### src/rtl/wm8731_i2c_responder.sv
// wm8731_i2c_responder: write-only I2C target emulating the WM8731 control port.
// Decodes {dev addr, reg addr + data[8], data[7:0]} writes into a 10-entry
// register file with the codec's power-on defaults, plus the R15 reset command.
// Optional build macro: I2C_RESP_FILTER_EN adds a 3-sample majority filter on
// SCL/SDA after the synchronizers (rejects 1-cycle glitches, +1 cycle latency).
module wm8731_i2c_responder (
    input  logic       i_clk,
    input  logic       i_rst_n,
    input  logic       i_scl,
    input  logic       i_sda,
    output logic       o_sda_oe,
    output logic       o_reg_we,
    output logic [3:0] o_reg_addr,
    output logic [8:0] o_reg_data,
    output logic       o_err,
    output logic       o_busy,
    input  logic [3:0] i_rd_addr,
    output logic [8:0] o_rd_data,
    output logic       o_active,
    output logic [5:0] o_sample_ctrl,
    output logic       o_dac_mute
);

    typedef enum logic [2:0] {
        S_IDLE, S_ADDR, S_ADDR_ACK, S_BYTE1, S_ACK1, S_BYTE2, S_ACK2, S_IGNORE
    } state_t;

    localparam logic [7:0] DEV_WR = {7'h1A, 1'b0};

    // Power-on contents of the implemented registers
    function automatic logic [8:0] f_default(input logic [3:0] a);
        case (a)
            4'd0:    f_default = 9'h097;
            4'd1:    f_default = 9'h097;
            4'd2:    f_default = 9'h079;
            4'd3:    f_default = 9'h079;
            4'd4:    f_default = 9'h00A;
            4'd5:    f_default = 9'h008;
            4'd6:    f_default = 9'h09F;
            4'd7:    f_default = 9'h00A;
            default: f_default = 9'h000;
        endcase
    endfunction

    logic       r_scl_s1, r_scl_s2, r_sda_s1, r_sda_s2;
    logic       r_scl_d, r_sda_d;
    logic       w_scl, w_sda;
    state_t     r_state, w_state_nxt;
    logic       r_sda_oe, w_oe_nxt;
    logic [3:0] r_bitcnt;
    logic [7:0] r_shift, r_byte1;
    logic [8:0] r_regs [0:9];

    // Two-flop synchronizers; idle bus level is high
    always_ff @(posedge i_clk) begin
        if (!i_rst_n) begin
            r_scl_s1 <= 1'b1;
            r_scl_s2 <= 1'b1;
            r_sda_s1 <= 1'b1;
            r_sda_s2 <= 1'b1;
        end else begin
            r_scl_s1 <= i_scl;
            r_scl_s2 <= r_scl_s1;
            r_sda_s1 <= i_sda;
            r_sda_s2 <= r_sda_s1;
        end
    end

`ifdef I2C_RESP_FILTER_EN
    logic [1:0] r_scl_hist, r_sda_hist;

    // Sample history for the 2-of-3 majority vote
    always_ff @(posedge i_clk) begin
        if (!i_rst_n) begin
            r_scl_hist <= 2'b11;
            r_sda_hist <= 2'b11;
        end else begin
            r_scl_hist <= {r_scl_hist[0], r_scl_s2};
            r_sda_hist <= {r_sda_hist[0], r_sda_s2};
        end
    end

    assign w_scl = (r_scl_s2 & r_scl_hist[0]) | (r_scl_s2 & r_scl_hist[1]) |
                   (r_scl_hist[0] & r_scl_hist[1]);
    assign w_sda = (r_sda_s2 & r_sda_hist[0]) | (r_sda_s2 & r_sda_hist[1]) |
                   (r_sda_hist[0] & r_sda_hist[1]);
`else
    assign w_scl = r_scl_s2;
    assign w_sda = r_sda_s2;
`endif

    // Previous conditioned levels for edge detection
    always_ff @(posedge i_clk) begin
        if (!i_rst_n) begin
            r_scl_d <= 1'b1;
            r_sda_d <= 1'b1;
        end else begin
            r_scl_d <= w_scl;
            r_sda_d <= w_sda;
        end
    end

    logic       w_scl_rise, w_scl_fall, w_start, w_stop;
    logic       w_in_byte, w_bit_shift, w_byte_done, w_commit;
    logic [7:0] w_shift_nxt;
    logic [6:0] w_wr_addr;
    logic [8:0] w_wr_data;

    assign w_scl_rise  = w_scl & ~r_scl_d;
    assign w_scl_fall  = ~w_scl & r_scl_d;
    // START/STOP are judged on the current SCL level so they win over a coincident SCL edge
    assign w_start     = ~w_sda & r_sda_d & w_scl;
    assign w_stop      = w_sda & ~r_sda_d & w_scl;
    assign w_in_byte   = (r_state == S_ADDR) || (r_state == S_BYTE1) || (r_state == S_BYTE2);
    assign w_bit_shift = w_in_byte && w_scl_rise && !w_start && !w_stop;
    assign w_byte_done = w_bit_shift && (r_bitcnt == 4'd7);
    assign w_shift_nxt = {r_shift[6:0], w_sda};
    assign w_commit    = (r_state == S_BYTE2) && w_byte_done;
    assign w_wr_addr   = r_byte1[7:1];
    assign w_wr_data   = {r_byte1[0], w_shift_nxt};

    // Protocol state and ACK driver register
    always_ff @(posedge i_clk) begin
        if (!i_rst_n) begin
            r_state  <= S_IDLE;
            r_sda_oe <= 1'b0;
        end else begin
            r_state  <= w_state_nxt;
            r_sda_oe <= w_oe_nxt;
        end
    end

    // Next-state logic; ACK states drive on the first SCL fall and release on the second
    always_comb begin
        w_state_nxt = r_state;
        w_oe_nxt    = r_sda_oe;
        if (w_start) begin
            w_state_nxt = S_ADDR;
            w_oe_nxt    = 1'b0;
        end else if (w_stop) begin
            w_state_nxt = S_IDLE;
            w_oe_nxt    = 1'b0;
        end else begin
            case (r_state)
                S_IDLE: w_oe_nxt = 1'b0;
                S_ADDR: begin
                    if (w_byte_done)
                        w_state_nxt = (w_shift_nxt == DEV_WR) ? S_ADDR_ACK : S_IGNORE;
                end
                S_BYTE1: if (w_byte_done) w_state_nxt = S_ACK1;
                S_BYTE2: if (w_byte_done) w_state_nxt = S_ACK2;
                S_ADDR_ACK, S_ACK1, S_ACK2: begin
                    if (w_scl_fall) begin
                        if (!r_sda_oe) begin
                            w_oe_nxt = 1'b1;
                        end else begin
                            w_oe_nxt    = 1'b0;
                            w_state_nxt = (r_state == S_ACK1) ? S_BYTE2 : S_BYTE1;
                        end
                    end
                end
                S_IGNORE: w_oe_nxt = 1'b0;
                default: begin
                    w_state_nxt = S_IDLE;
                    w_oe_nxt    = 1'b0;
                end
            endcase
        end
    end

    // Bit counter: runs only inside a byte, restarts on START and outside byte states
    always_ff @(posedge i_clk) begin
        if (!i_rst_n)
            r_bitcnt <= 4'd0;
        else if (w_start || !w_in_byte)
            r_bitcnt <= 4'd0;
        else if (w_bit_shift)
            r_bitcnt <= w_byte_done ? 4'd0 : r_bitcnt + 4'd1;
    end

    // MSB-first shifter and first data byte holding register
    always_ff @(posedge i_clk) begin
        if (w_bit_shift)
            r_shift <= w_shift_nxt;
        if ((r_state == S_BYTE1) && w_byte_done)
            r_byte1 <= w_shift_nxt;
    end

    // Register file and commit strobes; reset overrides a coincident R15 write
    always_ff @(posedge i_clk) begin
        if (!i_rst_n) begin
            for (int i = 0; i < 10; i++)
                r_regs[i] <= f_default(4'(i));
            o_reg_we   <= 1'b0;
            o_err      <= 1'b0;
            o_reg_addr <= 4'd0;
            o_reg_data <= 9'd0;
        end else begin
            o_reg_we <= 1'b0;
            o_err    <= 1'b0;
            if (w_commit) begin
                if (w_wr_addr <= 7'd9) begin
                    r_regs[w_wr_addr[3:0]] <= w_wr_data;
                    o_reg_we   <= 1'b1;
                    o_reg_addr <= w_wr_addr[3:0];
                    o_reg_data <= w_wr_data;
                end else if (w_wr_addr == 7'd15) begin
                    for (int i = 0; i < 10; i++)
                        r_regs[i] <= f_default(4'(i));
                    o_reg_we   <= 1'b1;
                    o_reg_addr <= 4'd15;
                    o_reg_data <= w_wr_data;
                end else begin
                    o_err <= 1'b1;
                end
            end
        end
    end

    assign o_sda_oe      = r_sda_oe;
    assign o_busy        = (r_state != S_IDLE);
    assign o_rd_data     = (i_rd_addr <= 4'd9) ? r_regs[i_rd_addr] : 9'h000;
    assign o_active      = r_regs[9][0];
    assign o_sample_ctrl = r_regs[8][5:0];
    assign o_dac_mute    = r_regs[5][3];

endmodule
### config.mk
export PLATFORM = sky130hd
export DESIGN_NAME = wm8731_i2c_responder
export DESIGN_NICKNAME = d
export VERILOG_FILES = /design/src/rtl/wm8731_i2c_responder.sv
export SDC_FILE = /design/constraint.sdc
export NUM_CORES = 1
export LEC_CHECK = 0
export ABC_CLOCK_PERIOD_IN_PS = 4550
export CAP_MARGIN = 5
export CORE_ASPECT_RATIO = 0.5
export CORE_MARGIN = 5
export CORE_UTILIZATION = 55
export CTS_BUF_LIST = sky130_fd_sc_hd__clkbuf_4 sky130_fd_sc_hd__clkbuf_8
export DETAILED_ROUTE_END_ITERATION = 7
export MAX_ROUTING_LAYER = met4
export PLACE_DENSITY = 0.74
export SYNTH_ARGS = -nofsm -noshare
export SYNTH_HDL_FRONTEND = slang
export SYNTH_SLANG_ARGS = --single-unit
### constraint.sdc
create_clock -name i_clk -period 4.55 [get_ports i_clk]
set_input_delay 0.91 -clock i_clk [delete_from_list [all_inputs] [get_ports i_clk]]
set_output_delay 0.91 -clock i_clk [all_outputs]
set_load 0.005 [all_outputs]
After elaboration in Yosys (flattened, before gate mapping)
Memory sizes are Yosys's and may differ from the RTL's.
Cells that the tools add are included.
{"block": "totals", "n_memories": 1, "input_bits": 8, "register_bits": 44, "ram_bits": 90, "out_inout_bits": 34}
{"block": "op_classes", "n_reduce_logical": 29, "n_mux": 74, "n_bitwise": 22, "order_cmp": 2, "n_addsub": 1, "eq_ne": 20}
{"name": "r_regs", "depth": 10, "width": 9, "read_ports": 4, "rd_clocked_by_memory_dff": 0, "wr": 10, "line": "52", "text": "logic [8:0] r_regs [0:9];"}
{"cell": "$mux 9", "count": 44}
{"cell": "$mux 3", "count": 7}
{"cell": "$ne 4x4->1 const B", "count": 5}
{"cell": "$mux 1", "count": 17}
{"cell": "$mux 4", "count": 4}
{"cell": "$eq 3x3->1 const B", "count": 4}
{"cell": "$pmux 3 s4", "count": 1}
{"cell": "$reduce_and 6->1", "count": 2}
{"cell": "$ne 2x2->1 const B", "count": 5}
{"cell": "$or 1x1->1", "count": 10}
{"cell": "$reduce_or 3->1", "count": 3}
{"cell": "$reduce_or 9->1", "count": 1}
{"cell": "$eq 8x6->1 const B", "count": 1}
{"cell": "$eq 7x4->1 const B", "count": 1}
{"cell": "$le 7x4->1 const B", "count": 1}
{"cell": "$and 1x1->1", "count": 6}
{"cell": "$eq 3x2->1 const B", "count": 2}
{"cell": "$logic_and 1x1->1", "count": 6}
{"cell": "$not 1->1", "count": 6}
{"cell": "$reduce_and 2->1", "count": 3}
{"cell": "$reduce_bool 6->1", "count": 1}
{"cell": "$add 4x1->4 const B", "count": 1}
{"cell": "$eq 4x3->1 const B", "count": 1}
{"cell": "$le 4x4->1 const B", "count": 1}
{"cell": "other kinds (9)", "count": 15}

Longest topological paths before layout
Gate-level depths: netlist of the first run.
{"block": "logic_depth", "depth_word": 13, "ltp_mapped": 6, "mapped_depth_nobuf": 5}

Worst setup path before layout of the first run
OpenSTA, ideal clock, no wires.
{"block": "synth_timing", "kind": "input-to-output", "startpoint": "input port i_rd_addr[0]", "endpoint": "output port o_rd_data[0]", "path_stages": 5, "n_path_buf": 2, "t_required_ps": 3640, "arrival_time_ps": 2348, "slack_ps": 1292, "path_cell_list": "buf_2 buf_2 mux4_2 a221oi_1 a21oi_1"}
{"block": "synth_via", "elab_chain_len": 2, "elab_cells_between_ends": 3, "classes_between": "1 x order compare; 1 x mux; 1 x memory"}
{"item": "start, declared", "line": "17", "text": "input logic [3:0] i_rd_addr,"}
{"item": "$mem_v2 10x9 or $le 4x4->1 (tied branches)"}
{"item": "$mux 9 (*)", "line": "222", "text": "assign o_rd_data = (i_rd_addr <= 4'd9) ? r_regs[i_rd_addr] : 9'h000;"}
{"item": "end, declared", "line": "18", "text": "output logic [8:0] o_rd_data,"}
Mark *: on every way between the ends. The rest lies on a longest branch, timed or not.

Final worst setup path of the first run
{"block": "layout_timing", "startpoint": "input port i_rd_addr[0]", "endpoint": "output port o_rd_data[3]"}
Same word-level chain as after synthesis.

==> impl_metrics.toml, run 1 <==
[run_status]
status = "finished clean"

[routing]
num_vias = 4003
dr.first_iter.drc_count = 400
drc = 0
dr.pass1.iters = 5
wl_um = 14100
drtAntennaViolNets = 0
via_per_inst = 5.99
wire_per_inst_um = 21.1

[logic_synthesis]
synth.area.mux_share_pct = 9.58
ys_async_sr_fraction_pct = 0
yosysWarnings = 0
synth_cells = 478
ys_seq_elements = 134
syn_avg_cell_area_um2 = 13.0
seq_area_frac_synth_pct = 59.9
synth_compound_gate_area_share_pct = 5.12
synth-xor-area-share_pct = 0.824
yosys.cell_types.count = 59
syn-cell-area_um2 = 6230
synth_fp_nets = 487
synth-simple-area-share_pct = 20.9
ys.flop_type = "edfxtp_1"
synth_top_family_by_area = "simple AND/OR/NAND/NOR gates"
synth_edf_count = 105
synthAdderAreaFrac_pct = 0.201

[timing]
finClkSkew_ps = 12.8
hold_viol = 0
period_needed_ps = 3970
fin_crit_sh_pct = 87.4
worst_pin_slew_ps = 954
grt_setup_unrepaired = "no"
drv_slew = 0
setup_violations = 0
setup_tns_ps = 0
max_freq_mhz = 252
slew_headroom_pct = 35.9

[critical_path]
cp_slowest_cell = "mux4_2"
path_delay_family = "buffers and inverters"
path_class = "input port to output pin"
rr_worst_depth = 4
worstPathRequired_ps = 3640
crit_arrival_ps = 3060
r2r_start = "r_sda_s2$_SDFF_PN1_"
crit_path_frequent_cell = "clkdlybuf4s50_1"
worst-path-buf-inv = 3
max_stage_delay_ps = 540
startpoint_type = "input port"
r2r_slack_ps = 1380
crit_path_end_kind = "output pin"
crit_fanout = 27
reg2reg_to = "r_byte1[4]$_DFFE_PP_"
crit_path_cell_trace = "clkdlybuf4s50_1 > buf_12 > mux4_2 > a221oi_1 > a21oi_1 > clkdlybuf4s50_1"

[clock_tree]
clkSinkCount = 134
cts_resized = 0
cts-buffers-inserted = 17
postCtsSetupBuffers = 0
ctsHoldBuffers = 0
cts_tree = "done"
clock_latency_ps = 440
path_clk_slew_ps = 70
htree_levels = 4
clock_path_buffers = 2
cts_root_buffer = "clkbuf_8"

[floorplanning]
core-area_um2 = 11000
die-area_um2 = 13700
die_x_um = 160
ioPinCount = 42
initial_core_util_pct = 56.4
rows = 27
dieHeight_um = 85.3

[job]
cap_violations = 0

[power_and_ir_drop]
p_per_area_nw_per_um2 = 346
ir_drop_mv = 0.194
totalPowerFinal_uw = 2450
p_leak_uw = 0.00225

[cells_and_area]
antenna_cells = 0
nets = 520
layout_common_cells = "edfxtp_1, nand2_1, clkdlybuf4s50_1"
n_fill_cell = 851
area_delta_synth_final_pct = 13.3
drive_above_1_share_pct = 16.1
layout.cells.most_common = "edfxtp_1"

[grt]
grt_first_pass_wirelength_um = 22600
grt_max_degree = 38
antenna_found_initial = 0
overflow = 0
grt_pass1_vias = 3901
track_usage_pct = 22.5

[placed_design]
port_buffers = 41
hpwlAfterDp_um = 10100
gp_congestion = 0.869

[hold_path]
whs_path_depth = 1
holdPathEnd = "r_scl_s2$_SDFF_PN1_"
min_from = "r_scl_s1$_SDFF_PN1_"
holdCritPathClass = "flop to flop"
[cell families (layout without fill, tap and decap cells)]
family | after synthesis | after routing
flip-flops | 134 | 134
XOR/XNOR | 5 | 5
multiplexers | 36 | 36
AO/OA/AOI/OAI | 43 | 43
buffers and inverters | 42 | 87
AND/OR/NAND/NOR | 217 | 217
adder cells (fa/ha/maj) | 1 | 1
[synth_stat cells, types with 2 or more instances]
master	number	area share, %
nand4b_1	2	0.28
mux4_2	18	6.5
mux2i_1	9	1.4
and4_1	2	0.28
dfxtp_1	29	9.3
mux2_2	9	1.6
o221a_2	3	0.54
buf_4	7	0.84
nor3_2	2	0.32
nor4b_1	3	0.42
buf_6	3	0.54
buf_1	2	0.12
xnor2_1	2	0.28
a32oi_1	2	0.28
and2_1	30	3.0
nand2b_1	29	2.9
nor2b_1	3	0.30
clkbuf_1	14	0.84
a221oi_1	10	1.4
and4b_1	2	0.32
nor4_1	4	0.40
nor3_1	3	0.24
or3_1	4	0.40
nand2_1	54	3.3
o21ai_0	4	0.32
xor2_1	2	0.28
nand3_1	11	0.88
and3_1	4	0.40
a21oi_1	14	1.1
nand4_1	8	0.80
inv_1	11	0.66
or2_2	6	0.60
nor4_4	7	2.4
edfxtp_1	105	51
nand3b_1	2	0.24
nor2_1	32	1.9
buf_2	4	0.32
[report_power, final]
| group | switching, uW | total [uW] | leakage [uW] | internal (uW) |
|---|---|---|---|---|
| logic | 74.5 | 140 | 0.000932 | 65.3 |
| clock network | 469 | 946 | 0.000180 | 477 |
| registers | 17.0 | 1360 | 0.00114 | 1340 |
| total | 561 | 2450 | 0.00225 | 1880 |
[per-layer routing]
metal	routed length (um)	GRT usage [%]	up-vias
li1	-	-	1837
met1	6430	31.9	1965
met2	6200	32.7	175
met3	1260	5.24	26
met4	217	6.64	0
met5	0	-	-
[state kept, by name, indices dropped and copies added, names as in the netlist]
signal,flops
o_reg_data,9
r_shift,7
o_reg_addr,4
r_scl_d,1
r_state,3
r_regs,90
r_scl_s1,1
r_sda_d,1
r_scl_s2,1
o_err,1
o_sda_oe,1
r_bitcnt,4
o_reg_we,1
r_sda_s1,1
r_byte1,8
r_sda_s2,1
[per-stage QoR]
step,area [um2],hold WS [ps],instances,util (%),setup slack [ps]
after floorplan,6230,386,478,-,1290
after global placement,6690,389,637,60.6,613
after detailed placement,6690,400,637,60.6,571
after CTS,7060,422,668,63.9,572
after global routing,7060,447,668,63.9,403
final,7060,419,668,63.9,575
[cell type report]
cell class | count | area [um2] | area share, %
Clock buffer | 17 | 234 | 3.32
Clock inverter | 14 | 135 | 1.91
Inverter | 12 | 45.0 | 0.638
Multi-Input combinational cell | 302 | 2280 | 32.4
Sequential cell | 134 | 3730 | 52.9
Tap cell | 145 | 181 | 2.57
Timing Repair Buffer | 44 | 445 | 6.31
[worst max path at each step]
| stage | from | to | slack [ps] | depth (start not counted) |
|---|---|---|---|---|
| 6_report | i_rd_addr[0] | o_rd_data[3] | 580 | 6 |
| 5_1_grt | i_rd_addr[0] | o_rd_data[3] | 400 | 6 |
| 4_1_cts | i_rd_addr[0] | o_rd_data[3] | 570 | 6 |
| 3_5_place_dp | i_rd_addr[0] | o_rd_data[3] | 570 | 6 |
| 3_3_place_gp | i_rd_addr[0] | o_rd_data[5] | 610 | 6 |
| 2_1_floorplan | i_rd_addr[0] | o_rd_data[0] | 1290 | 5 |
Note: power is estimated with default switching activity, not from simulation.
==> inputs of run 2 (changes only) <==
- ABC_CLOCK_PERIOD_IN_PS: 4550 -> unset
- CORE_MARGIN: 5 -> 3
==> run 2 against run 1 <==
Hold slack got worse by 7.3 ps; first-iteration DRC count fell by 5.3%; cell area rose by 0.83%; non-clock buffer count did not move; sequential share of layout area fell by 0.44 points; total power rose by 6.0%; fmax rose by 0.36%; register-to-register slack improved by 40 ps; via count fell by 0.97%; clock skew rose by 1.7 ps; utilization rose by 3.2 points; setup slack improved by 14 ps; critical endpoint is now o_rd_data[7]; largest cell class unchanged.
==> impl_metrics.toml, run 2 (synthesis gave the netlist of run 1 again) <==
[cells_and_area]
regMostFlops = "r_regs"
stdcell_count = 663
drive_above_1_share_pct = 16.6
layout.cells.most_common = "edfxtp_1"
antenna_cells = 0
largest_reg_flops = 90
n_fill_cell = 766
nets = 520
layout_common_cells = "edfxtp_1, nand2_1, clkdlybuf4s50_1"
reg.largest.list = "r_regs: 90 flops, o_reg_data: 9 flops, r_byte1: 8 flops"
area_delta_synth_final_pct = 14.3
finalInstanceArea_um2 = 7120

[timing]
setup_violations = 0
hold_viol = 0
finClkSkew_ps = 14.5
setup_tns_ps = 0
drv_slew = 0
slew_headroom_pct = 33.6
period_needed_ps = 3960
worst_pin_slew_ps = 988
fin_crit_sh_pct = 87.0
whs_ps = 412
max_freq_mhz = 252
grt_setup_unrepaired = "no"

[hold_path]
holdPathEnd = "r_sda_s2$_SDFF_PN1_"
whs_path_depth = 1
holdCritPathClass = "flop to flop"
min_from = "r_sda_s1$_SDFF_PN1_"

[critical_path]
crit_path_end_kind = "output pin"
crit_arrival_ps = 3050
reg2reg_to = "r_regs[4][8]$_SDFFCE_PN0P_"
path_class = "input port to output pin"
r2r_start = "r_bitcnt[0]$_SDFFE_PP0P_"
worstPathRequired_ps = 3640
startpoint_type = "input port"
crit_fanout = 27
rr_worst_depth = 5
r2r_slack_ps = 1420

[floorplanning]
ioPinCount = 42
die-area_um2 = 12700
die_x_um = 156
core-area_um2 = 10600
initial_core_util_pct = 58.7
dieHeight_um = 81.3
rows = 26

[clock_tree]
postCtsSetupBuffers = 0
clock_latency_ps = 440
cts_root_buffer = "clkbuf_8"
path_clk_slew_ps = 70
clock_path_buffers = 2
cts_tree = "done"
cts_resized = 0
htree_levels = 4
ctsHoldBuffers = 0
cts-buffers-inserted = 17
clkSinkCount = 134

[placed_design]
dpl_cell_area_um2 = 6680
port_buffers = 41
placedCellCount = 632
gp_congestion = 0.909
hpwlAfterDp_um = 9740

[power_and_ir_drop]
ir_drop_mv = 0.220
p_leak_uw = 0.00229
p_per_area_nw_per_um2 = 364

[job]
cap_violations = 0

[routing]
wire_per_inst_um = 21.1
num_vias = 3964
wl_um = 14000
dr.pass1.iters = 5
drc = 0
dr.first_iter.drc_count = 379
via_per_inst = 5.98
drtAntennaViolNets = 0

[grt]
antenna_found_initial = 0
grt_max_degree = 37
overflow = 0
grt_pass1_vias = 3815
track_usage_pct = 24.3
grt_first_pass_wirelength_um = 22000

[run_status]
status = "finished clean"
## run 2: layout make-up
type                    instances  area, um2  share of cell area [%]
flip-flops and latches        134       3730                    52.5
well taps                     140        175                    2.46
repair buffers                 44        445                    6.26
clock buffers                  17        234                    3.29
multi-input cells             302       2280                    32.1
clock inverters                14        200                    2.81
inverters                      12       45.0                   0.633
## run 2: per-stage QoR
step | total power, uW | util [%] | setup WS (ps)
after floorplan | 1470 | - | 1290
after global placement | 1520 | 63.0 | 601
after global routing | 2660 | 67.1 | 434
final | 2590 | 67.1 | 589
after CTS | 2600 | 67.1 | 573
after detailed placement | 1530 | 63.0 | 566
## run 2: how the worst max path moves through the flow
| stage | from | end | depth (start not counted) |
|---|---|---|---|
| floorplan | i_rd_addr[0] | o_rd_data[0] | 5 |
| global placement | i_rd_addr[0] | o_rd_data[1] | 6 |
| detailed placement | i_rd_addr[0] | o_rd_data[7] | 6 |
| CTS | i_rd_addr[0] | o_rd_data[7] | 6 |
| global route | i_rd_addr[1] | o_rd_data[1] | 5 |
| finish | i_rd_addr[0] | o_rd_data[7] | 6 |
## run 2: report_power, final
group          internal, uW  switching (uW)  total, uW
clock                   600             492       1090
sequential             1340            16.7       1360
combinational          65.4            75.4        141
## run 2: worst max-delay path: stages
cell             delay, ps
clkdlybuf4s50_1        510
buf_12                 240
mux4_2                 540
a221oi_1               300
a21oi_1                 70
clkdlybuf4s50_1        490
## run 2: per-layer routing
layer	track usage (%)	vias up	share of wire [%]
met4	6.81	0	1.3
met2	34.2	175	43
met1	35.7	1927	47
met5	-	-	0
li1	-	1848	-
met3	5.27	14	9.1
==> inputs of run 3 (changes only) <==
- REMOVE_ABC_BUFFERS: unset -> 1
- SKIP_CTS_REPAIR_TIMING: unset -> 1
==> run 3 against run 2 <==
Combinational power about the same; sequential cell count unchanged; first-iteration DRC count up 8.2%; clock power shrank 8%; non-clock buffer count grew 2; clock skew rose by 1.0 ps; clock-buffer cell count grew 3; critical path type unchanged; critical endpoint is now o_rd_data[1]; largest power group unchanged.
==> impl_metrics.toml, run 3 (synthesis gave the netlist of run 1 again) <==
[run_status]
status = "finished clean"

[timing]
finClkSkew_ps = 15.5
drv_slew = 0
setup_tns_ps = 0
fin_crit_sh_pct = 86.4
setup_violations = 0
grt_setup_unrepaired = "no"
slew_headroom_pct = 32.5
max_freq_mhz = 254
worst_pin_slew_ps = 1010
hold_viol = 0
period_needed_ps = 3930

[clock_tree]
path_clk_slew_ps = 80
cts_tree = "done"
cts_root_buffer = "clkbuf_8"
clock_path_buffers = 2
htree_levels = 4
cts-buffers-inserted = 17
clock_latency_ps = 420
clkSinkCount = 134

[power_and_ir_drop]
intPower_uw = 1960
p_clk_share_pct = 40.1
p_sw_uw = 538
p_per_area_nw_per_um2 = 353
p_seq_share_pct = 54.4
totalPowerFinal_uw = 2500
p_leak_uw = 0.00228
swShare_pct = 21.6
ir_drop_mv = 0.281
pwr-share-comb_pct = 5.5

[cells_and_area]
largest_reg_flops = 90
reg.largest.list = "r_regs: 90 flops, o_reg_data: 9 flops, r_byte1: 8 flops"
drive_above_1_share_pct = 16.8
area_delta_synth_final_pct = 13.5
layout_common_cells = "edfxtp_1, nand2_1, clkdlybuf4s50_1"
antenna_cells = 0
regMostFlops = "r_regs"
stdcell_count = 664
multi_input_area_um2 = 2280
n_fill_cell = 781
nets = 522
final_util_pct = 66.6
regArea_um2 = 3730
layout.cells.most_common = "edfxtp_1"

[critical_path]
startpoint = "i_rd_addr[3]"
crit_path_frequent_cell = "clkdlybuf4s50_1"
rr_worst_depth = 5
crit_cells = 6
worstPathRequired_ps = 3640
path_delay_family = "buffers and inverters"
reg2reg_to = "r_regs[4][1]$_SDFFCE_PN1P_"
crit_path_cell_trace = "clkdlybuf4s50_1 > inv_2 > nor2_1 > a221oi_1 > a21oi_1 > clkdlybuf4s50_1"
cp_slowest_cell = "nor2_1"
r2r_slack_ps = 1300
path_class = "input port to output pin"
crit_arrival_ps = 3020
crit_fanout = 19
worst_setup_path_endpoint = "o_rd_data[1]"
max_stage_delay_ps = 630
worst-path-buf-inv = 3
startpoint_type = "input port"
r2r_start = "r_bitcnt[0]$_SDFFE_PP0P_"
crit_path_end_kind = "output pin"

[hold_path]
holdCritPathClass = "flop to flop"

[floorplanning]
dieHeight_um = 81.3
die_x_um = 156
core-area_um2 = 10600
die-area_um2 = 12700
rows = 26
initial_core_util_pct = 58.7
ioPinCount = 42

[grt]
grt_pass1_vias = 3760
grt_max_degree = 34
overflow = 0
track_usage_pct = 23.4
antenna_found_initial = 0
grt_first_pass_wirelength_um = 21200

[routing]
drtAntennaViolNets = 0
dr.first_iter.drc_count = 410
dr.pass1.iters = 4
via_per_inst = 6.06
wire_per_inst_um = 20.7
wl_um = 13700
num_vias = 4026
drc = 0

[job]
cap_violations = 0

[placed_design]
port_buffers = 41
placedCellCount = 634
hpwlAfterDp_um = 9260
gp_congestion = 0.901
[run 3: cell types whose count changed in the layout (fill, tap and decap cells not counted)]
cell and change:
buf_12 -1, buf_2 +1, buf_4 +3, bufinv_16 -1, clkbuf_4 +3, clkdlybuf4s50_1 -1, clkinv_1 +1, clkinv_2 +2
clkinv_4 -5, inv_6 -1
[run 3: stage by stage]
step / worst slack, ps / hold WS [ps] / cell area (um2)
global route: 509 / 468 / 7070
global placement: 694 / 390 / 6680
finish: 620 / 421 / 7070
floorplan: 1910 / 386 / 6060
detailed placement: 645 / 406 / 6680
CTS: 637 / 427 / 7070
[run 3: final cells by class]
class	count	share of cell area, %
Clock buffer	20	3.63
Sequential cell	134	52.8
Tap cell	140	2.48
Clock inverter	10	1.86
Timing Repair Buffer	46	6.27
Inverter	12	0.637
Multi-Input combinational cell	302	32.3
[run 3: routing by layer]
| metal | global-route usage, % | up-vias | wire, um |
|---|---|---|---|
| li1 | - | 1845 | - |
| met1 | 34.7 | 1996 | 6600 |
| met2 | 32.4 | 168 | 5880 |
| met3 | 5.91 | 17 | 1050 |
| met4 | 5.76 | 0 | 187 |
| met5 | - | - | 0 |
[run 3: worst min-delay path by stage]
stage	startpoint	slack (ps)	cells after the start	endpoint
finish	r_sda_s1$_SDFF_PN1_	420	1	r_sda_s2$_SDFF_PN1_
global route	r_sda_s1$_SDFF_PN1_	470	1	r_sda_s2$_SDFF_PN1_
CTS	r_sda_s1$_SDFF_PN1_	430	1	r_sda_s2$_SDFF_PN1_
detailed placement	r_sda_s1$_SDFF_PN1_	410	1	r_sda_s2$_SDFF_PN1_
global placement	r_sda_s1$_SDFF_PN1_	390	1	r_sda_s2$_SDFF_PN1_
floorplan	r_scl_s1$_SDFF_PN1_	390	1	r_scl_s2$_SDFF_PN1_
[run 3: power by group through the flow]
stage / Clock [uW] / Combinational [uW] / Sequential [uW]
after global routing: 1060 / 148 / 1360
final: 1000 / 138 / 1360
after floorplan: 0 / 70.7 / 1380
after CTS: 1000 / 138 / 1360
after detailed placement: 0 / 138 / 1380
after global placement: 0 / 137 / 1380
